===== src/rtl/tmds_pkg.sv =====
// tmds_pkg: shared definitions for the TMDS receive channel.
//   - The four 10-bit control tokens that are sent during blanking (TOK_00..TOK_11).
//     Each token is named after the {c1,c0} value it carries.
//   - The alignment FSM state type and its encodings.
package tmds_pkg;

  // Control tokens, written MSB..LSB. Bit 0 is the first bit on the serial line.
  localparam logic [9:0] TOK_00 = 10'b1101010100;
  localparam logic [9:0] TOK_01 = 10'b0010101011;
  localparam logic [9:0] TOK_10 = 10'b0101010100;
  localparam logic [9:0] TOK_11 = 10'b1010101011;

  // Alignment FSM state encodings, kept as fixed constants so the codes stay stable.
  typedef logic [1:0] state_t;
  localparam state_t SEARCH = 2'd0;
  localparam state_t VERIFY = 2'd1;
  localparam state_t LOCKED = 2'd2;

endpackage


===== src/rtl/tmds_symbol_decode.sv =====
// tmds_symbol_decode: combinational decode of one aligned 10-bit TMDS symbol.
// The transmitter-side bench also uses this module as its reference model.
//   window   in  10  aligned symbol (bit 0 = first serial bit)
//   is_token out  1  window is one of the four control tokens
//   ctrl     out  2  {c1,c0} carried by the token (0 when not a token)
//   data     out  8  video byte decoded from the window (meaningful when not a token)
module tmds_symbol_decode
  import tmds_pkg::*;
(
  input  logic [9:0] window,
  output logic       is_token,
  output logic [1:0] ctrl,
  output logic [7:0] data
);

  logic [7:0] t;

  always_comb begin
    is_token = 1'b1;
    ctrl     = '0;
    case (window)
      TOK_00:  ctrl = 2'b00;
      TOK_01:  ctrl = 2'b01;
      TOK_10:  ctrl = 2'b10;
      TOK_11:  ctrl = 2'b11;
      default: is_token = 1'b0;
    endcase
  end

  // Bit 9 marks an inverted payload. Bit 8 selects the XOR or the XNOR chain.
  always_comb begin
    t       = window[9] ? ~window[7:0] : window[7:0];
    data    = '0;
    data[0] = t[0];
    for (int unsigned i = 1; i < 8; i++) begin
      data[i] = window[8] ? (t[i] ^ t[i-1]) : ~(t[i] ^ t[i-1]);
    end
  end

endmodule


===== src/rtl/tmds_channel_decoder.sv =====
// tmds_channel_decoder: TMDS receive channel. It finds word alignment and decodes one channel.
// The block tries each of the ten bit offsets in turn until it sees TOKEN_RUN
// consecutive control tokens at one offset. It then decodes continuously.
// A watchdog drops lock when no token has been seen for SEARCH_TIMEOUT cycles.
//   TOKEN_RUN       consecutive tokens required to declare lock
//   SEARCH_TIMEOUT  cycles without a token before the offset slips or lock drops
//   pixclk    in   1  pixel clock, rising edge
//   reset     in   1  asynchronous, active-high
//   tmds_in   in  10  deserialized symbol with unknown alignment (bit 0 first)
//   data_out  out  8  decoded pixel byte
//   ctrl_out  out  2  decoded {c1,c0} during blanking
//   de_out    out  1  data_out carries valid video
//   locked    out  1  alignment achieved
//   offset    out  4  current bit-slip offset, 0..9
module tmds_channel_decoder
  import tmds_pkg::*;
#(
  parameter int TOKEN_RUN      = 8,
  parameter int SEARCH_TIMEOUT = 2048
) (
  input  logic       pixclk,
  input  logic       reset,
  input  logic [9:0] tmds_in,
  output logic [7:0] data_out,
  output logic [1:0] ctrl_out,
  output logic       de_out,
  output logic       locked,
  output logic [3:0] offset
);

  localparam int TW = $clog2(SEARCH_TIMEOUT);
  localparam int RW = $clog2(TOKEN_RUN + 1);
  localparam logic [TW-1:0] TIMER_LAST = TW'(SEARCH_TIMEOUT - 1);
  localparam logic [RW-1:0] RUN_LAST   = RW'(TOKEN_RUN - 1);

  state_t         state, state_n;
  logic [9:0]     prev;
  logic [3:0]     offset_n, offset_slip;
  logic [TW-1:0]  timer, timer_n;
  logic [RW-1:0]  run, run_n;
  logic [19:0]    pair, shifted;
  logic [9:0]     window;
  logic           is_token;
  logic [1:0]     dec_ctrl;
  logic [7:0]     dec_data;

  // The window may straddle the previous and current symbols. Offset 0 is prev unchanged.
  assign pair    = {tmds_in, prev};
  assign shifted = pair >> offset;
  assign window  = shifted[9:0];

  assign offset_slip = (offset == 4'd9) ? 4'd0 : offset + 4'd1;

  tmds_symbol_decode u_decode (
    .window   (window),
    .is_token (is_token),
    .ctrl     (dec_ctrl),
    .data     (dec_data)
  );

  // One counter serves as the search timer outside LOCKED and as the watchdog inside it.
  // Leaving VERIFY on a broken run keeps the timer value, so the time spent at this offset still counts.
  always_comb begin
    state_n  = state;
    offset_n = offset;
    timer_n  = timer;
    run_n    = run;
    case (state)
      SEARCH: begin
        if (is_token) begin
          if (TOKEN_RUN <= 1) begin
            state_n = LOCKED;
            timer_n = '0;
          end else begin
            state_n = VERIFY;
            run_n   = RW'(1);
          end
        end else if (timer == TIMER_LAST) begin
          offset_n = offset_slip;
          timer_n  = '0;
        end else begin
          timer_n = timer + TW'(1);
        end
      end
      VERIFY: begin
        if (is_token) begin
          run_n = run + RW'(1);
          if (run == RUN_LAST) begin
            state_n = LOCKED;
            timer_n = '0;
          end
        end else begin
          state_n = SEARCH;
        end
      end
      LOCKED: begin
        // A token wins over a watchdog expiry that falls in the same cycle.
        if (is_token) begin
          timer_n = '0;
        end else if (timer == TIMER_LAST) begin
          state_n  = SEARCH;
          offset_n = offset_slip;
          timer_n  = '0;
        end else begin
          timer_n = timer + TW'(1);
        end
      end
      default: state_n = SEARCH;
    endcase
  end

  // Outputs follow the next state. The token that completes the run is therefore
  // already output as a control value, and outputs clear on the same edge that lock drops.
  always_ff @(posedge pixclk or posedge reset) begin
    if (reset) begin
      state    <= SEARCH;
      prev     <= '0;
      offset   <= '0;
      timer    <= '0;
      run      <= '0;
      locked   <= 1'b0;
      de_out   <= 1'b0;
      ctrl_out <= '0;
      data_out <= '0;
    end else begin
      state  <= state_n;
      prev   <= tmds_in;
      offset <= offset_n;
      timer  <= timer_n;
      run    <= run_n;
      locked <= (state_n == LOCKED);
      if (state_n == LOCKED) begin
        if (is_token) begin
          de_out   <= 1'b0;
          ctrl_out <= dec_ctrl;
          data_out <= '0;
        end else begin
          de_out   <= 1'b1;
          data_out <= dec_data;
        end
      end else begin
        de_out   <= 1'b0;
        ctrl_out <= '0;
        data_out <= '0;
      end
    end
  end

endmodule


===== config.mk =====
export PLATFORM = sky130hd
export DESIGN_NAME = tmds_channel_decoder
export DESIGN_NICKNAME = d
export VERILOG_FILES = /design/src/rtl/tmds_pkg.sv /design/src/rtl/tmds_symbol_decode.sv /design/src/rtl/tmds_channel_decoder.sv
export SDC_FILE = /design/constraint.sdc
export NUM_CORES = 1
export LEC_CHECK = 0
export BUFFER_PORTS_ARGS = -buffer_cell sky130_fd_sc_hd__buf_2
export CAP_MARGIN = 20
export CORE_UTILIZATION = 32
export DETAILED_ROUTE_END_ITERATION = 10
export SYNTH_ARGS = -nofsm -noshare
export SYNTH_HDL_FRONTEND = slang
export SYNTH_SLANG_ARGS = --single-unit

===== constraint.sdc =====
create_clock -name pixclk -period 5.5 [get_ports pixclk]
set_input_delay 0.55 -clock pixclk [delete_from_list [all_inputs] [get_ports pixclk]]
set_output_delay 0.55 -clock pixclk [all_outputs]
set_load 0.01 [all_outputs]

==> results of run 1 <==
==> layer usage <==
layer  routed length [um]  up-vias  track usage [%]
li1                     -     1132                -
met5                    0        -                0
met4                   56        0             3.01
met3                  319        7             2.43
met1                 3320     1190             21.7
met2                 3230       72             23.4
==> power groups by stage <==
stage | clock [W] | combinational [W] | sequential (W)
2_1_floorplan | 0 | 0.0000376 | 0.000328
3_5_place_dp | 0 | 0.0000548 | 0.000329
4_1_cts | 0.000268 | 0.0000551 | 0.000323
3_3_place_gp | 0 | 0.0000539 | 0.000329
5_1_grt | 0.000282 | 0.0000603 | 0.000324
6_report | 0.000259 | 0.0000545 | 0.000323
==> synth_stat cells, types with 2 or more instances <==
| cell type | number | area (sq um) |
|---|---|---|
| o211ai_1 | 8 | 60.1 |
| nand3_1 | 6 | 30.0 |
| and4_1 | 4 | 35.0 |
| a21o_1 | 3 | 22.5 |
| clkbuf_1 | 5 | 18.8 |
| buf_1 | 2 | 7.51 |
| buf_2 | 5 | 25.0 |
| nor2_1 | 16 | 60.1 |
| inv_1 | 20 | 75.1 |
| o2bb2ai_1 | 6 | 52.6 |
| nor2b_1 | 3 | 18.8 |
| ha_1 | 14 | 175 |
| a22o_1 | 2 | 17.5 |
| and2_1 | 2 | 12.5 |
| nand2b_1 | 4 | 25.0 |
| mux4_2 | 21 | 473 |
| nand4_1 | 9 | 56.3 |
| a31oi_1 | 3 | 18.8 |
| o21ai_0 | 9 | 45.0 |
| nor4_2 | 7 | 87.6 |
| mux2i_1 | 16 | 160 |
| a21oi_1 | 4 | 20.0 |
| buf_6 | 2 | 22.5 |
| and3_1 | 8 | 50.1 |
| nand2_1 | 15 | 56.3 |
| xnor2_1 | 12 | 105 |
| dfrtp_1 | 43 | 1080 |
| a32o_1 | 5 | 50.1 |
| nor3_1 | 5 | 25.0 |
| or2_2 | 3 | 18.8 |
==> cell type report <==
cell class                      instances  area share, %
Timing Repair Buffer                   31           5.29
Inverter                               20           2.14
Clock buffer                            6           2.36
Tap cell                              129           4.61
Clock inverter                          2           1.00
Multi-Input combinational cell        207           53.9
Sequential cell                        43           30.7
==> through the flow <==
| step | setup slack [ps] | util [%] | power [W] | cell area, sq um |
|---|---|---|---|---|
| finish | 1320 | 37.5 | 0.000637 | 3500 |
| global placement | 1120 | 36.0 | 0.000383 | 3360 |
| CTS | 1040 | 37.3 | 0.000646 | 3470 |
| detailed placement | 1080 | 36.0 | 0.000384 | 3360 |
| floorplan | 1570 | - | 0.000366 | 3120 |
| global route | 1050 | 37.5 | 0.000666 | 3500 |
==> kinds of logic (layout without fill, tap and decap cells) <==
kind of cell,count (synthesis),after routing,synth area share [%]
AOI/OAI and AO/OA,54,54,13.4
xor gates and xnor gates,13,13,3.65
adders and majority gates,14,14,5.62
buffers and inverters,35,59,5.01
DFF,43,43,34.5
muxes,40,40,21.5
and+or+nand+nor,86,86,16.3
==> worst max-delay path, stage by stage, from the launching register on <==
cell and delay (ps):
dfrtp_1 730, buf_4 330, mux2i_1 200, o21ai_0 170
mux4_2 530, ha_1 220, and4_1 240, a211o_1 310
and3_1 200, a21oi_2 390, and2_1 370, mux2_1 350
==> worst max-delay path by stage <==
stage | end | slack [ps] | cells after the start
after floorplan | timer[1] | 1570 | 12
after detailed placement | timer[1] | 1080 | 9
after global routing | data_out[7] | 1050 | 11
final | timer[1] | 1320 | 11
after global placement | ctrl_out[0] | 1120 | 9
after CTS | ctrl_out[0] | 1040 | 9
==> registers in the layout (all words and copies together) (netlist names) <==
name	flops
locked	1
prev	10
timer	11
de_out	1
state	2
run	4
offset	4
data_out	8
ctrl_out	2
==> metrics.md, run 1 <==
| Metric | Value |
|---|---|
| RSZ-0062 raised after global routing | false |
| Die Height | 101 um |
| Synth Instances | 285 |
| Combinational share of power | 8.6% |
| Row count | 35 |
| Final Skew | 8.15 ps |
| Post-synthesis sequential element count | 43 |
| Via count | 2401 |
| Outcome | complete, no violations |
| NumNets Final | 334 |
| Total track usage | 14.9% |
| Hold WS | 375 ps |
| Setup bufs post-CTS | 0 |
| Post-Synthesis Cell Area | 3120 sq um |
| Final Hold Viols | 0 |
| Max clock buf depth | 2 |
| Peak Freq | 239 MHz |
| H-tree depth | 2 |
| CP Capture Type | register |
| Area Growth Syn to Fin | 12.3% |
| Reg power frac | 50.7% |
| Vias per cell | 5.48 |
| Yosys cell types | 53 |
| Startpoint Class | register |
| Global-route wire length before repair | 12000 um |
| Fraction of layout cells with a size suffix above 1 | 24.3% |
| Setup TNS | 0 ps |
| Detail Placement HPWL | 5190 um |
| I/O Pins | 28 |
| Post-synth EDFFs | 0 |
| Die X | 101 um |
| Multi-input logic area | 1890 sq um |
| CTS tree | done |
| Crit Path Class | register to register |
| Hold Crit Class | input pin to asynchronous set/reset pin |
| Cts bufs inserted | 5 |
| Post-synthesis sequential area ratio | 34.5% |
| CTS Sinks | 43 |
| Initial DRC count | 145 |
| Clock-pin slew on the worst setup and hold paths | 90 ps |
| Net Switching | 0.000145 W |
| Vias in the first global route | 2339 |
| Worst path required time | 5680 ps |
| Per-cell routed wire length | 15.8 um |
| Mean post-synth cell area | 10.9 sq um |
| Initial antenna violation count | 0 |
| PortBufs | 27 |
| Clock power frac | 40.7% |
| Mapped Nets | 311 |
| Setup violators final | 0 |
| Fillers | 913 |
| R2R setup slack | 1320 ps |
| Initial DRT Pass Iterations | 4 |
| R2R Path End | timer[1] |
| Most common cell after layout, fill and taps aside | dfrtp_1 |
| Post_cts resized | 0 |
| Cell Pwr Density | 182 nW/um^2 |
| Fin cells | 438 |
| MaxCap Viol Count | 0 |
| Worst VDD drop | 0.0957 mV |
| Post-CTS Hold Buffers | 0 |
| Top_reg_cell synth | dfrtp_1 |
| Int Pwr | 0.000492 W |
| R2R depth | 11 |
| Sequential cell area | 1080 sq um |
| Worst setup path startpoint | offset[1] |
| Rel. slew slack | 53.6% |
| Die area | 10100 sq um |
| Commonest cells after routing, fill and taps aside | 43 x dfrtp_1, 27 x buf_2, 21 x mux4_2 |
| CTS root buf | clkbuf_8 |
| Largest net degree at the start of global routing | 44 |
| Clock latency on the worst-skew pair | 300 ps |
| Grt total ovfl | 0 |
| GP Congestion | 0.871 |
| N_diodes | 0 |
| Post-DRT Antenna Nets | 0 |
| Ys async rst share | 100% |
| RR Startpoint | offset[1] |
| CP arrival | 4360 ps |
| Yosys Warn Count | 0 |
| Lkg Pwr | 1.51 nW |
| Sw Share | 22.7% |
| Slew Limit Fails | 0 |
| Least-Margin Pin Slew | 689 ps |
| Post-layout minimum cycle time | 4180 ps |
| Residual DRC | 0 |
| Crit-path max FO | 15 |
| Core ar. | 9330 sq um |
| Starting Density | 33.4% |
| Fin crit share | 75.9% |
| DP Cell Count | 429 |
| Post-Route WL | 6930 um |
(Power assumes the default switching activity.)
==> run 2, diff against run 1 <==
Clock period 5.5 ns to 3.5 ns, I/O delays scaled along.
==> metrics.md, run 2 (same netlist as run 1, synthesis figures left out) <==
| Metric | Value |
|---|---|
| Slew Limit Fails | 0 (unchanged) |
| Reg power frac | 51.1% (+0.4 points) |
| Core ar. | 9330 sq um (unchanged) |
| Clock-pin slew on the worst setup and hold paths | 90 ps (about the same) |
| Commonest cells after routing, fill and taps aside | 41 x dfrtp_1, 39 x buf_4, 27 x buf_2 |
| H-tree depth | 2 (unchanged) |
| Vias per cell | 5.25 (-4.2%) |
| Initial DRT Pass Iterations | 4 (unchanged) |
| PortBufs | 27 (unchanged) |
| Fillers | 879 (-3.7%) |
| CTS Sinks | 43 (unchanged) |
| Pre-CTS setup slack | -224 ps (-1300 ps) |
| Biggest register | timer |
| Max FFs per register | 11 (unchanged) |
| Starting Density | 33.4% (unchanged) |
| Rel. slew slack | 38.4% (-15 points) |
| Vias in the first global route | 2573 (+10%) |
| Die area | 10100 sq um (unchanged) |
| CP Capture Type | register |
| Initial antenna violation count | 0 (unchanged) |
| Setup violators final | 0 (unchanged) |
| Cell Pwr Density | 251 nW/um^2 (+38%) |
| Total track usage | 15.6% (+0.65 points) |
| Fin crit share | 97.4% (+21 points) |
| Residual DRC | 0 (unchanged) |
| Final Hold Viols | 0 (unchanged) |
| Sw Share | 23.2% (+0.55 points) |
| Initial DRC count | 130 (-10%) |
| Final Skew | 13.2 ps (+5.03 ps) |
| Post-DRT Antenna Nets | 0 (unchanged) |
| Worst Slack Setup Final | 90.9 ps (-1230 ps) |
| Area Growth Syn to Fin | 27.1% |
| Worst path required time | 3700 ps (-1980 ps) |
| Via count | 2522 (+5.0%) |
| Lkg Pwr | 1.72 nW (+14%) |
| Worst VDD drop | 0.142 mV (+48%) |
| Crit-path max FO | 5 (-10) |
| Post-CTS Hold Buffers | 0 (unchanged) |
| RSZ-0062 raised after global routing | true |
| Grt total ovfl | 0 (unchanged) |
| Detail Placement HPWL | 5400 um (+4.2%) |
| Most common cell after layout, fill and taps aside | dfrtp_1 |
| CP arrival | 3610 ps (-750 ps) |
| Cts bufs inserted | 5 (unchanged) |
| Max clock buf depth | 2 (unchanged) |
| Largest regs | timer (11), prev (10), data_out (8) |
| Row count | 35 (unchanged) |
| NumNets Final | 376 (+13%) |
| Fraction of layout cells with a size suffix above 1 | 39.3% (+15 points) |
| Clock latency on the worst-skew pair | 300 ps (about the same) |
| I/O Pins | 28 (unchanged) |
| Least-Margin Pin Slew | 923 ps (+233 ps) |
| Net Switching | 0.000231 W (+60%) |
| Int Pwr | 0.000763 W (+55%) |
| Peak Freq | 293 MHz (+22%) |
| Post-layout minimum cycle time | 3410 ps (-767 ps) |
| N_diodes | 0 (unchanged) |
| Die X | 101 um (unchanged) |
| Crit Path Class | register to register |
| Per-cell routed wire length | 15.4 um (-2.8%) |
| Startpoint Class | register |
| CTS root buf | clkbuf_8 |
| Die Height | 101 um (unchanged) |
| CTS tree | done |
| Layout Utilization | 42.5% (+4.9 points) |
| Post-Route WL | 7380 um (+6.6%) |
| Hold WS | 208 ps (-167 ps) |
| GP Congestion | 0.835 (-4.2%) |
| Clock power frac | 39.3% (-1.4 points) |
| MaxCap Viol Count | 0 (unchanged) |
| Hold Crit Class | input pin to register |
| Combinational share of power | 9.6% (+1.0 points) |
| Outcome | complete, no violations |
| Global-route wire length before repair | 12400 um (+3.6%) |
| Largest net degree at the start of global routing | 44 (unchanged) |
run 2: area by class of cell:
type | count | area, sq um | share of cell area [%]
multi-input cells | 207 | 2000 | 50.5
flip-flops and latches | 43 | 1080 | 27.3
repair buffers | 73 | 538 | 13.6
inverters | 20 | 75.1 | 1.89
clock inverters | 1 | 30.0 | 0.758
well taps | 129 | 161 | 4.07
clock buffers | 7 | 76.3 | 1.93
run 2: metal layers:
| metal | vias to the layer above | track usage, % | part of all wire (%) |
|---|---|---|---|
| li1 | 1222 | - | - |
| met1 | 1207 | 20.7 | 45 |
| met2 | 82 | 25.9 | 48 |
| met3 | 11 | 3.33 | 6.0 |
| met4 | 0 | 4.01 | 0.98 |
| met5 | - | 0 | 0 |
run 2: worst max-delay path: stages (launching register included):
cell	delay, ps
dfrtp_4	520
buf_12	140
mux4_2	460
mux4_2	520
inv_1	90
ha_2	180
and4_2	290
and3_1	220
o31ai_4	90
or2_2	330
and3_1	190
mux2_1	280
run 2: metrics by stage:
stage | area [sq um] | cells | setup TNS, ps | power, W
floorplan | 3160 | 285 | 0 | 0.000574
global placement | 3630 | 462 | -906 | 0.000609
detailed placement | 3630 | 462 | -2180 | 0.000611
CTS | 3800 | 476 | 0 | 0.00101
global route | 3960 | 480 | -256 | 0.00104
finish | 3960 | 480 | 0 | 0.000994
run 2: timing repair:
action | in CTS | in global routing
pin swaps | 0 | 8
endpoints found under the setup margin | 21 | 23
buffers inserted | 6 | 3
gates resized for setup | 3 | 29
gates cloned | 0 | 1
run 2: worst paths after layout:
path | start | endpoint | slack, ps | cells past startpoint
setup reg to reg | offset[0] | timer[1] | 90 | 11
max in group asynchronous | reset | offset[0] | 2580 | 2
hold reg to reg | timer[0] | timer[0] | 510 | 1
hold / removal | tmds_in[7] | prev[7] | 210 | 1
setup / recovery | offset[0] | timer[1] | 90 | 11
min in group asynchronous | reset | timer[1] | 250 | 2
run 2: power groups by stage:
stage	sequential (W)	combinational (W)	clock (W)
3_5_place_dp	0.000518	0.0000932	0
6_report	0.000508	0.0000952	0.000390
3_3_place_gp	0.000518	0.0000913	0
4_1_cts	0.000508	0.0000938	0.000405
2_1_floorplan	0.000515	0.0000591	0
5_1_grt	0.000509	0.000105	0.000427
